===== config.mk =====
export PLATFORM = sky130hd
export DESIGN_NAME = bit_serializer
export DESIGN_NICKNAME = d
export VERILOG_FILES = /design/src/rtl/bit_serializer.sv
export SDC_FILE = /design/constraint.sdc
export NUM_CORES = 1
export LEC_CHECK = 0
export CAP_MARGIN = 20
export CORE_MARGIN = 2
export CORE_UTILIZATION = 30
export CTS_BUF_LIST = sky130_fd_sc_hd__clkbuf_4
export DETAILED_ROUTE_END_ITERATION = 12
export HOLD_SLACK_MARGIN = 0.03
export SLEW_MARGIN = 25
export SYNTH_ARGS = -nofsm -noshare
export SYNTH_HDL_FRONTEND = slang
export SYNTH_SLANG_ARGS = --single-unit

===== constraint.sdc =====
create_clock -name clk -period 3.44 [get_ports clk]
set_input_delay 0.344 -clock clk [delete_from_list [all_inputs] [get_ports clk]]
set_output_delay 0.344 -clock clk [all_outputs]
set_load 0.005 [all_outputs]

===== src/rtl/bit_serializer.sv =====
// Parallel-to-serial front end: WIDTH-bit words in, one bit per clock out on `a`.
// Latency: first bit on `a` the cycle after the accepting edge; back-to-back frames are gapless.
// Backpressure: in_ready is high only when idle or on the last bit of the current frame.
module bit_serializer #(
  parameter int WIDTH      = 8,
  parameter int MSB_FIRST  = 1,
  parameter int IDLE_LEVEL = 0,
  parameter int CNT_W      = 16
) (
  input  logic             clk,
  input  logic             reset,
  input  logic [WIDTH-1:0] in_data,
  input  logic             in_valid,
  output logic             in_ready,
  output logic             a,
  output logic             a_valid,
  output logic             frame_start,
  output logic             frame_done,
  output logic             busy,
  output logic [CNT_W-1:0] frame_count
);

  localparam int            CW   = $clog2(WIDTH);
  localparam logic [CW-1:0] LAST = CW'(WIDTH - 1);
  localparam logic          IDLE_BIT = 1'(IDLE_LEVEL);

  typedef enum logic {IDLE, SHIFT} state_t;

  state_t           state;
  state_t           state_nxt;
  logic [WIDTH-1:0] sreg;
  logic [WIDTH-1:0] sreg_nxt;
  logic [CW-1:0]    bit_cnt;
  logic [CW-1:0]    bit_cnt_nxt;
  logic             last_bit;
  logic             accept;
  logic             bit_nxt;

  assign last_bit = (state == SHIFT) && (bit_cnt == LAST);
  assign accept   = in_valid && in_ready;

  // State register, shift register and bit counter.
  always_ff @(posedge clk) begin
    if (!reset) begin
      state   <= IDLE;
      sreg    <= '0;
      bit_cnt <= '0;
    end else begin
      state   <= state_nxt;
      sreg    <= sreg_nxt;
      bit_cnt <= bit_cnt_nxt;
    end
  end

  // Next state: a word accepted on the last bit keeps us in SHIFT with no gap.
  always_comb begin
    state_nxt = state;
    case (state)
      IDLE:    if (accept) state_nxt = SHIFT;
      SHIFT:   if (last_bit && !accept) state_nxt = IDLE;
      default: state_nxt = IDLE;
    endcase
  end

  // Next datapath: load on accept, otherwise shift the outgoing bit away.
  always_comb begin
    sreg_nxt    = sreg;
    bit_cnt_nxt = bit_cnt;
    if (accept) begin
      sreg_nxt    = in_data;
      bit_cnt_nxt = '0;
    end else if ((state == SHIFT) && !last_bit) begin
      if (MSB_FIRST != 0) sreg_nxt = {sreg[WIDTH-2:0], 1'b0};
      else                sreg_nxt = {1'b0, sreg[WIDTH-1:1]};
      bit_cnt_nxt = bit_cnt + 1'b1;
    end
  end

  // Outputs: handshake/status decode plus the bit that goes out next cycle.
  always_comb begin
    in_ready = reset && ((state == IDLE) || last_bit);
    busy     = (state == SHIFT);
    bit_nxt  = (MSB_FIRST != 0) ? sreg_nxt[WIDTH-1] : sreg_nxt[0];
  end

  // Registered serial outputs follow the next state so they line up with bit_cnt.
  always_ff @(posedge clk) begin
    if (!reset) begin
      a           <= IDLE_BIT;
      a_valid     <= 1'b0;
      frame_start <= 1'b0;
      frame_done  <= 1'b0;
    end else begin
      a           <= (state_nxt == SHIFT) ? bit_nxt : IDLE_BIT;
      a_valid     <= (state_nxt == SHIFT);
      frame_start <= (state_nxt == SHIFT) && (bit_cnt_nxt == '0);
      frame_done  <= (state_nxt == SHIFT) && (bit_cnt_nxt == LAST);
    end
  end

  // Completed-frame counter, bumped at the end of every last-bit cycle.
  always_ff @(posedge clk) begin
    if (!reset) frame_count <= '0;
    else if (last_bit) frame_count <= frame_count + 1'b1;
  end

endmodule


==> impl_metrics.yaml <==
critical_path:
  cp_slowest_cell: "clkdlybuf4s50_1"
  rrSetupSlack_ns: 1.30
  critPathMaxFanout: 7
  crit_path_cell_trace: "ha_1, ha_1, nor2b_1, nor2_1, clkdlybuf4s50_1"
  r2r_start: "bit_cnt[0]$_SDFF_PN0_"
  arrival_ns: 2.01
  cp.required_ns: 3.10
  critPathKind: "register to output pin"
  critPathCaptureType: "output pin"
  crit_top_cell: "ha_1"
  startpoint_type: "register"
  reg2reg_depth: 6
  regToRegEndpoint: "frame_count[15]$_SDFFE_PN0P_"
  crit_path_max_incr_delay_ns: 0.46
final_layout:
  area_growth_pct: 30.6
  finalNonFillerCells: 235
  stdcell_area_um2: 1760
  antennaDiodeCount: 0
  fin_nets: 196
  mostFrequentLayoutCells: "clkdlybuf4s50_1, dfxtp_1, nor2_1, nand2_1, mux2i_1"
  layout_commonest_cell: "clkdlybuf4s50_1"
  fin_util: 0.406
  layout-drive-gt1-share: 0.0656
clocking:
  htree_levels: 2
  cts_sinks: 31
  cts_tree: "built"
  clk_pin_slew_ns: 0.10
  ctsResizeCount: 0
  postCtsHoldBufs: 0
  cts_root_buf: "clkbuf_4"
  cts_made_buffers: 5
  post_cts_buffers: 0
  clock_latency_ns: 0.33
  cts_max_path_buffers: 2
placement:
  gp_congestion: 0.819
  hpwl_um: 2040
  dp.cells: 227
  portBuffers: 32
  placed_area_um2: 1700
pwr:
  p_leak_uw: 0.000640
  total_power_uw: 657
  ir_worst_vdd_uv: 180
  p_sw_frac: 0.244
  pwr-share-clk: 0.336
  powerDensity_nw_per_um2: 374
  p_seq_frac: 0.574
  power.share.combinational: 0.090
  p_sw_uw: 160
  intPower_uw: 497
grt:
  grt_max_degree: 30
  grt_usage: 0.122
  overflow: 0
  grt_pass1_vias: 1109
  antenna_found_initial: 0
  grt_pass1_wl_um: 4850
die:
  ioPinCount: 33
  row_count: 24
  start_util: 0.311
  die_h_um: 70.9
  coreArea_um2: 4320
  die_area_um2: 5030
  die_x_um: 70.9
route:
  route.detailed.drc: 0
  detail-route-antenna-nets: 0
  via_per_inst: 4.97
  wirelength_um: 2870
  first_pass_iters: 4
  wire_per_inst_um: 12.2
  via_count: 1167
  first_iter_violations: 44
synth:
  syn_avg_cell_area_um2: 8.90
  synth_area_um2: 1340
  synthCells: 151
  ys_seq_area_frac: 0.462
  ys_seq_elements: 31
  ys_types: 30
  yosys_warnings: 0
  syn-num-nets: 165
timing:
  finalHoldViolations: 0
  finalSetupViolCount: 0
  tns_ns: 0
  worst-slew-pin-transition_ns: 0.706
  slew_headroom: 0.530
  min_period_ns: 2.35
  rsz0062_at_grt: "false"
  max_freq_ghz: 0.425
  finalCritPeriodShare: 0.684
  finClkSkew_ns: 0.0102
  slew_viol_final: 0
worst_hold_path:
  holdCritPathClass: "register to register"
  hold_depth: 2
  holdPathEnd: "frame_count[15]$_SDFFE_PN0P_"
  min_from: "frame_count[15]$_SDFFE_PN0P_"
run_status:
  outcome: "finished, final reports clean"
flow_run:
  drv_cap: 0
worst max-delay path: cells and delay by family (launching register included):
family | cells | cell delay, ns
buffers and inverters | 1 | 0.46
and+or+nand+nor | 2 | 0.41
DFF | 1 | 0.35
adders and majority gates | 2 | 0.47
Yosys cell counts:
master	instances	area (um^2)
or3_1	3	18.8
or4_1	1	7.51
inv_1	2	7.51
buf_1	1	3.75
xor2_1	7	61.3
and4_2	1	10.0
nand2b_1	2	12.5
nand3_1	7	35.0
nand2_2	1	6.26
xnor2_1	3	26.3
a21oi_1	8	40.0
nor2_1	23	86.3
nand3b_1	2	15.0
nor2b_1	3	18.8
or3_2	1	7.51
dfxtp_1	31	621
clkbuf_2	1	5.00
and4_1	2	17.5
nor4_1	3	18.8
buf_4	1	7.51
a22oi_1	1	7.51
nand4_1	5	31.3
o21ai_0	3	15.0
o211ai_1	1	7.51
nor3_1	4	20.0
a211oi_1	7	52.6
clkbuf_1	6	22.5
nand2_1	9	33.8
mux2i_1	9	90.1
ha_1	3	37.5
registers in the layout, summed over array words and instances (netlist names):
signal and count:
a 1, a_valid 1, bit_cnt 3, frame_count 16, frame_done 1, frame_start 1, sreg 8
final cells by class:
| class | count | area, um^2 |
|---|---|---|
| flip-flops and latches | 31 | 621 |
| fillers | 439 | 2570 |
| inverters | 2 | 7.51 |
| repair buffers | 33 | 328 |
| multi-input cells | 109 | 677 |
| well taps | 52 | 65.1 |
| clock inverters | 1 | 5.00 |
| clock buffers | 7 | 52.6 |
through the flow:
stage | worst slack, ns | hold WS (ns)
3_5_place_dp | 1.31 | 0.473
3_3_place_gp | 1.41 | 0.459
4_1_cts | 1.05 | 0.488
2_1_floorplan | 1.49 | 0.459
6_report | 1.09 | 0.483
5_1_grt | 0.951 | 0.506
kinds of logic after synthesis:
group                      after synthesis  synth area share
AOI/OAI and AO/OA                       20            0.0912
xor gates and xnor gates                10            0.0652
adders and majority gates                3            0.0279
buffers and inverters                   11            0.0344
DFF                                     31             0.462
muxes                                    9            0.0670
and+or+nand+nor                         67             0.252
worst max path at each step:
stage                     startpoint  cells past startpoint  slack (ns)                      endpoint
6_report       bit_cnt[0]$_SDFF_PN0_                      5        1.09                      in_ready
3_3_place_gp   bit_cnt[0]$_SDFF_PN0_                      6        1.41  frame_count[15]$_SDFFE_PN0P_
3_5_place_dp   bit_cnt[0]$_SDFF_PN0_                      6        1.31  frame_count[15]$_SDFFE_PN0P_
4_1_cts        bit_cnt[0]$_SDFF_PN0_                      5        1.05                      in_ready
2_1_floorplan  bit_cnt[0]$_SDFF_PN0_                      7        1.49  frame_count[11]$_SDFFE_PN0P_
5_1_grt        bit_cnt[0]$_SDFF_PN0_                      5        0.95                      in_ready
power groups by stage:
stage / Combinational [uW] / Sequential, uW / Clock [uW]
detailed placement: 59.8 / 385 / 0
floorplan: 35.2 / 384 / 0
global placement: 58.5 / 385 / 0
finish: 59.0 / 377 / 221
CTS: 59.9 / 377 / 229
global route: 66.4 / 379 / 241
metal layers:
metal  up-vias  track usage  share of wire
li1        595            -              -
met4         0       0.0629          0.020
met2        19        0.204           0.50
met1       548        0.139           0.45
met5         -            0              0
met3         5       0.0385          0.035
Note: power is estimated with default switching activity, not from simulation.
